**config.mk**
```make
export PLATFORM = sky130hd
export DESIGN_NAME = shift_frame_sched_flat
export DESIGN_NICKNAME = d
export VERILOG_FILES = /design/src/rtl/shift_frame_sched_if.sv /design/src/rtl/shift_frame_sched.sv /design/src/flat_wrapper.sv
export SDC_FILE = /design/constraint.sdc
export NUM_CORES = 1
export LEC_CHECK = 0
export CAP_MARGIN = 5
export CORE_MARGIN = 1.5
export CORE_UTILIZATION = 40
export CTS_BUF_LIST = sky130_fd_sc_hd__clkbuf_8
export DETAILED_ROUTE_END_ITERATION = 6
export GPL_TIMING_DRIVEN = 0
export PLACE_DENSITY = 0.65
export SYNTH_ARGS = -nofsm -noshare
export SYNTH_HDL_FRONTEND = slang
export SYNTH_SLANG_ARGS = --single-unit
```
**constraint.sdc**
```tcl
create_clock -name clk -period 2.8 [get_ports clk]
set_input_delay 0.56 -clock clk [delete_from_list [all_inputs] [get_ports clk]]
set_output_delay 0.56 -clock clk [all_outputs]
set_load 0.1 [all_outputs]
```
**src/rtl/shift_frame_sched_if.sv**
```systemverilog
`default_nettype none
// ============================================================================
// Module      : shift_frame_sched_if
// Description : Requester handshakes, divider input and shift-register
//               controls of the shift frame scheduler.
// Revision    : 1.0  initial release
// ============================================================================
interface shift_frame_sched_if #(
    parameter int DATA_W = 8,
    parameter int DIV_W  = 8
);
    logic [DIV_W-1:0]  div;
    logic              req0_valid;
    logic [DATA_W-1:0] req0_data;
    logic              req0_ready;
    logic              req1_valid;
    logic [DATA_W-1:0] req1_data;
    logic              req1_ready;
    logic              sr_load;
    logic              sr_enable;
    logic [DATA_W-1:0] sr_data;
    logic              sr_fill;
    logic              busy;
    logic              grant;
    logic              frame_done;

    modport master (
        output div, req0_valid, req0_data, req1_valid, req1_data,
        input  req0_ready, req1_ready, sr_load, sr_enable, sr_data,
               sr_fill, busy, grant, frame_done
    );

    modport slave (
        input  div, req0_valid, req0_data, req1_valid, req1_data,
        output req0_ready, req1_ready, sr_load, sr_enable, sr_data,
               sr_fill, busy, grant, frame_done
    );
endinterface
`default_nettype wire

```
**src/rtl/shift_frame_sched.sv**
```systemverilog
`default_nettype none
// ============================================================================
// Module      : shift_frame_sched
// Description : Round-robin scheduler sharing one parallel-load shift
//               register between two byte requesters.
// Revision    : 1.0  initial release
// ============================================================================
module shift_frame_sched #(
    parameter int   DATA_W   = 8,
    parameter int   DIV_W    = 8,
    parameter logic FILL_BIT = 1'b1
) (
    input  wire logic          clk,
    input  wire logic          rst_n,
    shift_frame_sched_if.slave bus
);
    typedef enum logic [1:0] {
        S_IDLE  = 2'd0,
        S_LOAD  = 2'd1,
        S_SHIFT = 2'd2,
        S_DONE  = 2'd3
    } state_t;

    localparam int                 c_cnt_w    = $clog2(DATA_W + 1);
    localparam logic [c_cnt_w-1:0] c_last_bit = c_cnt_w'(DATA_W - 1);

    state_t             r_state;
    logic [DIV_W-1:0]   r_div_lat;
    logic [DIV_W-1:0]   r_divcnt;
    logic [c_cnt_w-1:0] r_bitcnt;
    logic               r_last_grant;
    logic               r_grant;
    logic [DATA_W-1:0]  r_sr_data;
    logic               r_sr_load;
    logic               r_sr_enable;
    logic               r_busy;
    logic               r_frame_done;

    logic w_idle;
    logic w_pick1;
    logic w_ready0;
    logic w_ready1;

    // On a tie the requester that did not own the previous frame wins
    assign w_idle   = (r_state == S_IDLE);
    assign w_pick1  = bus.req1_valid && (!bus.req0_valid || !r_last_grant);
    assign w_ready0 = w_idle && bus.req0_valid && !w_pick1;
    assign w_ready1 = w_idle && w_pick1;

    assign bus.req0_ready = w_ready0;
    assign bus.req1_ready = w_ready1;
    assign bus.sr_load    = r_sr_load;
    assign bus.sr_enable  = r_sr_enable;
    assign bus.sr_data    = r_sr_data;
    assign bus.sr_fill    = FILL_BIT;
    assign bus.busy       = r_busy;
    assign bus.grant      = r_grant;
    assign bus.frame_done = r_frame_done;

    // r_sr_enable is precomputed one cycle ahead so it is high exactly in the
    // SHIFT cycles where the divider count sits at zero
    always_ff @(posedge clk or negedge rst_n) begin
        if (!rst_n) begin
            r_state      <= S_IDLE;
            r_div_lat    <= '0;
            r_divcnt     <= '0;
            r_bitcnt     <= '0;
            r_last_grant <= 1'b1;
            r_grant      <= 1'b0;
            r_sr_data    <= '0;
            r_sr_load    <= 1'b0;
            r_sr_enable  <= 1'b0;
            r_busy       <= 1'b0;
            r_frame_done <= 1'b0;
        end else begin
            case (r_state)
                S_IDLE: begin
                    if (w_ready0 || w_ready1) begin
                        r_sr_data    <= w_ready1 ? bus.req1_data : bus.req0_data;
                        r_grant      <= w_ready1;
                        r_last_grant <= w_ready1;
                        r_sr_load    <= 1'b1;
                        r_busy       <= 1'b1;
                        r_state      <= S_LOAD;
                    end
                end
                S_LOAD: begin
                    r_sr_load   <= 1'b0;
                    r_div_lat   <= bus.div;
                    r_divcnt    <= bus.div;
                    r_bitcnt    <= '0;
                    r_sr_enable <= (bus.div == '0);
                    r_state     <= S_SHIFT;
                end
                S_SHIFT: begin
                    if (r_divcnt == '0) begin
                        r_divcnt <= r_div_lat;
                        r_bitcnt <= r_bitcnt + c_cnt_w'(1);
                        if (r_bitcnt == c_last_bit) begin
                            r_sr_enable  <= 1'b0;
                            r_frame_done <= 1'b1;
                            r_state      <= S_DONE;
                        end else begin
                            r_sr_enable <= (r_div_lat == '0);
                        end
                    end else begin
                        r_divcnt    <= r_divcnt - DIV_W'(1);
                        r_sr_enable <= (r_divcnt == DIV_W'(1));
                    end
                end
                S_DONE: begin
                    r_frame_done <= 1'b0;
                    r_busy       <= 1'b0;
                    r_state      <= S_IDLE;
                end
                default: r_state <= S_IDLE;
            endcase
        end
    end
endmodule
`default_nettype wire

```
**src/flat_wrapper.sv**
```systemverilog
// flat-port wrapper written by rule: the top's interface ports become plain ports
module shift_frame_sched_flat 
#(
    parameter int   DATA_W   = 8,
    parameter int   DIV_W    = 8,
    parameter logic FILL_BIT = 1'b1
)
  (clk, rst_n, bus_div, bus_req0_valid, bus_req0_data, bus_req1_valid, bus_req1_data, bus_req0_ready, bus_req1_ready, bus_sr_load, bus_sr_enable, bus_sr_data, bus_sr_fill, bus_busy, bus_grant, bus_frame_done);
  shift_frame_sched_if #(.DATA_W(DATA_W), .DIV_W(DIV_W)) bus_i ();
  input  wire logic clk;
  input  wire logic rst_n;
  input wire logic [$bits(bus_i.div)-1:0] bus_div;
  input wire logic [$bits(bus_i.req0_valid)-1:0] bus_req0_valid;
  input wire logic [$bits(bus_i.req0_data)-1:0] bus_req0_data;
  input wire logic [$bits(bus_i.req1_valid)-1:0] bus_req1_valid;
  input wire logic [$bits(bus_i.req1_data)-1:0] bus_req1_data;
  output wire logic [$bits(bus_i.req0_ready)-1:0] bus_req0_ready;
  output wire logic [$bits(bus_i.req1_ready)-1:0] bus_req1_ready;
  output wire logic [$bits(bus_i.sr_load)-1:0] bus_sr_load;
  output wire logic [$bits(bus_i.sr_enable)-1:0] bus_sr_enable;
  output wire logic [$bits(bus_i.sr_data)-1:0] bus_sr_data;
  output wire logic [$bits(bus_i.sr_fill)-1:0] bus_sr_fill;
  output wire logic [$bits(bus_i.busy)-1:0] bus_busy;
  output wire logic [$bits(bus_i.grant)-1:0] bus_grant;
  output wire logic [$bits(bus_i.frame_done)-1:0] bus_frame_done;
  assign bus_i.div = bus_div;
  assign bus_i.req0_valid = bus_req0_valid;
  assign bus_i.req0_data = bus_req0_data;
  assign bus_i.req1_valid = bus_req1_valid;
  assign bus_i.req1_data = bus_req1_data;
  assign bus_req0_ready = bus_i.req0_ready;
  assign bus_req1_ready = bus_i.req1_ready;
  assign bus_sr_load = bus_i.sr_load;
  assign bus_sr_enable = bus_i.sr_enable;
  assign bus_sr_data = bus_i.sr_data;
  assign bus_sr_fill = bus_i.sr_fill;
  assign bus_busy = bus_i.busy;
  assign bus_grant = bus_i.grant;
  assign bus_frame_done = bus_i.frame_done;
  shift_frame_sched #(.DATA_W(DATA_W), .DIV_W(DIV_W), .FILL_BIT(FILL_BIT)) u_core (.clk(clk), .rst_n(rst_n), .bus(bus_i));
endmodule
```
# [After elaboration in Yosys (flattened, before gate mapping)]
# Index checks and enable logic that the tools add are counted.
[classes] n_mux=18 addsub=2 n_eq_ne=8 n_reduce_logical=23
[ops] cell="$logic_not 8->1" count=3
[ops] cell="$mux 8" count=2
[ops] cell="$pmux 8 s2" count=1
[ops] cell="$eq 8x1->1 const B" count=1
[ops] cell="$pmux 1 s2" count=4
[ops] cell="$pmux 2 s4" count=1
[ops] cell="$pmux 4 s2" count=1
[ops] cell="$reduce_and 2->1" count=4
[ops] cell="$reduce_bool 2->1" count=4
[ops] cell="$sub 8x1->8 const B" count=1
[ops] cell="$mux 2" count=3
[ops] cell="$reduce_and 3->1" count=2
[ops] cell="$mux 1" count=5
[ops] cell="$add 4x1->4 const B" count=1
[ops] cell="$eq 2x2->1 const B" count=2
[ops] cell="$eq 4x3->1 const B" count=1
[ops] cell="$logic_and 1x1->1" count=4
[ops] cell="$mux 4" count=1
[ops] cell="$ne 2x1->1 const B" count=2
[ops] cell="$logic_not 1->1" count=3
[ops] cell="$eq 2x1->1 const B" count=1
[ops] cell="$logic_not 2->1" count=1
[ops] cell="$logic_or 1x1->1" count=2
[ops] cell="$ne 2x2->1 const B" count=1
[totals] ff_bits=36 input_bits=28

# [Depth between registers and ports, before layout]
[logic_depth] depth_word=8 depth_mapped=7

# [Least setup slack after synthesis]
# OpenSTA, ideal clock, no wires.
[synth_path] path_kind="register -> output" startpoint="register u_core.r_state[0]" endpoint="output bus_req0_ready" stages_incl_launch_ff=5 required_ns=2.240 t_arrival_ns=2.274 path_slack_ns=-0.034 path_cell_list="dfrtp_1 inv_1 ha_1 nand2_1 a21oi_1"
[synth_via] elab_chain_cells=3
[synth_lines] item="start: declaration" line_no="shift_frame_sched.sv:27" source="state_t r_state;"
[synth_lines] item="start signal: assignment" line_no="shift_frame_sched.sv:64" source="r_state <= S_IDLE;"
[synth_lines] item="start signal: assignment" line_no="shift_frame_sched.sv:84" source="r_state <= S_LOAD;"
[synth_lines] item="start signal: assignment" line_no="shift_frame_sched.sv:93" source="r_state <= S_SHIFT;"
[synth_lines] item="$logic_not 2->1" line_no="shift_frame_sched.sv:45" source="assign w_idle = (r_state == S_IDLE);"
[synth_lines] item="$logic_and 1x1->1 (2 in a row)" line_no="shift_frame_sched.sv:47" source="assign w_ready0 = w_idle && bus.req0_valid && !w_pick1;"
[synth_lines] item="end: declaration" line_no="flat_wrapper.sv:17" source="output wire logic [$bits(bus_i.req0_ready)-1:0] bus_req0_ready;"
# Every way passes these cells.

# [Worst setup path after layout]
[layout_path] startpoint="input bus_req1_valid" endpoint="output bus_req1_ready"
[layout_via] elab_chain_cells=2
[layout_lines] item="start: declaration" line_no="flat_wrapper.sv:15" source="input wire logic [$bits(bus_i.req1_valid)-1:0] bus_req1_valid;"
[layout_lines] item="$logic_and 1x1->1" line_no="shift_frame_sched.sv:46" source="assign w_pick1 = bus.req1_valid && (!bus.req0_valid || !r_last_grant);"
[layout_lines] item="$logic_and 1x1->1" line_no="shift_frame_sched.sv:48" source="assign w_ready1 = w_idle && w_pick1;"
[layout_lines] item="end: declaration" line_no="flat_wrapper.sv:18" source="output wire logic [$bits(bus_i.req1_ready)-1:0] bus_req1_ready;"
# Every way passes these cells.

==> flow_summary.json <==
{
  "rsz0062_at_grt": "false",
  "vdd_ir_drop_max_mv": 0.383,
  "antenna_cells": 0,
  "viasPerCell": 5.34,
  "ys_warn_count": 0,
  "io_buffer_count": 42,
  "dieArea_sq_um": 5550,
  "clockBufferDepth": 2,
  "dp_hpwl_mm": 3.55,
  "crit_path_start_kind": "primary input",
  "setup_viol": 0,
  "grt_pass1_wl_mm": 8.15,
  "rows": 25,
  "grt_pass1_vias": 1652,
  "hold_path_class": "in2async",
  "r2r-end": "u_core.bus.sr_enable",
  "cts_hold_buffers": 0,
  "p_sw_share_pct": 34.2,
  "min_period_ns": 2.65,
  "htreeDepth": 2,
  "setup_slack_ns": 0.155,
  "finalHoldViolCount": 0,
  "synth_nets": 242,
  "track_usage_pct": 19.5,
  "path_delay_family": "buffers and inverters",
  "worstSetupEndpoint": "bus_req1_ready",
  "synthCells": 205,
  "timing.rr.start": "u_core.r_divcnt[0]",
  "drc": 0,
  "cts_root_buf": "clkbuf_8",
  "grt_max_degree": 37,
  "die_x_um": 74.5,
  "numCtsBuffers": 5,
  "fin_crit_sh_pct": 94.5,
  "vias": 1720,
  "grt_antenna_before_repair": 0,
  "fmax_mhz": 378,
  "startpoint": "bus_req1_valid",
  "dp_slack_ns": -0.549,
  "finalNetCount": 291,
  "reg2reg_depth": 7,
  "routabilityCongestion": 0.878,
  "area_growth_pct": 29.3,
  "yosysUniqueCellTypes": 50,
  "path_cells": "clkdlybuf4s50_1 > nand3_1 > clkbuf_2 > inv_1 > clkdlybuf4s18_2",
  "drt_first_iter_violations": 61,
  "maxCapViolCount": 0,
  "antenna_left": 0,
  "internal_power_w": 0.00104,
  "cts_tree": "built",
  "path_buf_inv": 4,
  "finalSetupTns_ns": 0,
  "pwr-share-seq_pct": 44.1,
  "drive_gt1_share_pct": 14.1,
  "ys.flop_type": "dfrtp_1",
  "seq_area_frac_synth_pct": 44.1,
  "routed_wl_mm": 4.82,
  "cp.depth": 5,
  "cp-end-kind": "primary output",
  "leakagePower_nw": 1.15,
  "clock_latency_ns": 0.29,
  "synth-seq-cells": 36,
  "crit_type": "in2out",
  "status": "finished, final reports clean",
  "nFillCells": 473,
  "die_h_um": 74.5,
  "io_pins": 44,
  "reg2reg_slack_ns": 0.59,
  "start_util_pct": 42.4,
  "cpMaxStageDelayCell": "clkdlybuf4s50_1",
  "overflow": 0,
  "netSwitchingPower_w": 0.000540,
  "netlist_area_sq_um": 2040,
  "slew_headroom_pct": 34.1,
  "drt_first_pass_iters": 4,
  "drv_slew": 0,
  "cpPeakStageDelay_ns": 0.54,
  "worstPathArrival_ns": 2.09,
  "power-per-cell-area_nw_per_um2": 596,
  "p_comb_share_pct": 30.1,
  "clkTransAtPathRegs_ns": 0.08,
  "worst_pin_slew_ns": 0.986,
  "crit_fanout": 10,
  "cts.sinks": 36,
  "async_reset_ff_share_pct": 100,
  "coreArea_sq_um": 4820,
  "clock_skew_ns": 0.00710,
  "cp.required_ns": 2.24,
  "synth_edf_count": 0,
  "p_clk_share_pct": 25.9,
  "wl_per_cell_um": 15.0,
  "avgSynthCellArea_sq_um": 9.97
}
-- cell families (layout without fill, tap and decap cells) --
kind of cell	count (synthesis)	in the layout	synth area share, %
xor gates and xnor gates	2	2	0.857
other	1	1	0.183
adders and majority gates	9	9	5.51
buffers and inverters	19	69	4.90
muxes	19	19	10.0
DFF	36	36	44.1
AOI/OAI and AO/OA	53	53	16.3
and+or+nand+nor	66	66	18.1
-- power groups by stage --
| stage | combinational, W | sequential (W) | clock, W |
|---|---|---|---|
| final | 0.000474 | 0.000694 | 0.000408 |
| after floorplan | 0.000336 | 0.000683 | 0 |
| after global placement | 0.000461 | 0.000698 | 0 |
| after detailed placement | 0.000471 | 0.000700 | 0 |
| after CTS | 0.000474 | 0.000691 | 0.000424 |
| after global routing | 0.000533 | 0.000706 | 0.000445 |
-- through the flow --
stage	hold WS (ns)	power (W)	util (%)	area, sq um	cells
final	0.365	0.00158	54.9	2640	322
after global routing	0.427	0.00168	54.9	2640	322
after CTS	0.396	0.00159	55.0	2650	322
after detailed placement	0.474	0.00117	52.9	2550	314
after global placement	0.465	0.00116	53.0	2550	314
after floorplan	0.264	0.00102	-	2050	205
-- per-layer routing --
| layer | track usage (%) | wire [um] |
|---|---|---|
| met1 | 26.0 | 2260 |
| met2 | 30.1 | 2080 |
| met3 | 5.56 | 387 |
| met4 | 7.68 | 96 |
| met5 | 0 | 0 |
-- worst reg2reg max path, stage by stage (launching register included) --
cell and delay [ns]:
dfrtp_1 0.39, clkbuf_1 0.21, inv_1 0.13, ha_1 0.20, nor4b_4 0.50, nand2_2 0.22, or3_1 0.40, o211ai_1 0.09
-- cells in the mapped netlist, drive strengths merged, types with 5 or more instances --
cell / n / share of area [%]
mux2: 9 / 5.1
o21ai: 21 / 5.3
dfrtp: 35 / 43
nor2: 5 / 0.92
nand3: 6 / 1.5
nor2b: 5 / 1.5
inv: 9 / 1.7
nor3: 7 / 2.5
a21oi: 10 / 2.4
nand2: 26 / 4.9
clkbuf: 7 / 1.8
mux2i: 10 / 4.9
nor4: 7 / 2.1
ha: 9 / 5.5
-- cell usage in the layout, fill, tap and decap left out, types with 6 or more instances in the layout --
master	instances
a21oi_1	9
clkbuf_8	8
clkdlybuf4s50_1	39
dfrtp_1	35
ha_1	9
inv_1	10
mux2_2	8
mux2i_1	10
nand2_1	25
nand3_1	6
nor4_1	7
o21ai_0	17
-- worst min-delay path by stage --
stage | startpoint | endpoint | slack [ns] | cells past startpoint
finish | rst_n | u_core.bus.sr_enable | 0.36 | 1
detailed placement | u_core.bus.sr_data[6] | u_core.bus.sr_data[6] | 0.47 | 2
CTS | rst_n | u_core.bus.sr_data[4] | 0.40 | 1
global route | rst_n | u_core.r_div_lat[5] | 0.43 | 1
global placement | u_core.bus.sr_data[2] | u_core.bus.sr_data[2] | 0.46 | 2
floorplan | rst_n | u_core.bus.busy | 0.26 | 0
-- timing repair --
action	4_1_cts	5_1_grt
setup endpoints to repair	2	2
resized for setup	5	3
buffers inserted	0	0
-- sequential cells by signal (all words and copies together) (netlist names) --
| register | flops |
|---|---|
| u_core.bus.sr_load | 1 |
| u_core.r_bitcnt | 4 |
| u_core.r_div_lat | 8 |
| u_core.bus.sr_data | 8 |
| u_core.r_last_grant | 1 |
| u_core.r_state | 2 |
| u_core.r_divcnt | 8 |
| u_core.bus.sr_enable | 1 |
| u_core.bus.grant | 1 |
| u_core.bus.busy | 1 |
| u_core.bus.frame_done | 1 |
-- layout make-up --
class / instances / area [sq um] / share of cell area (%)
buffer: 10 / 67.6 / 2.56
multi-input combinational: 150 / 1050 / 39.6
clock buffer: 7 / 96.3 / 3.64
inverter: 9 / 33.8 / 1.28
timing repair buffer: 42 / 410 / 15.5
clock inverter: 1 / 3.75 / 0.142
tap: 67 / 83.8 / 3.17
sequential: 36 / 902 / 34.1
Power figures use the tool's default switching activity.
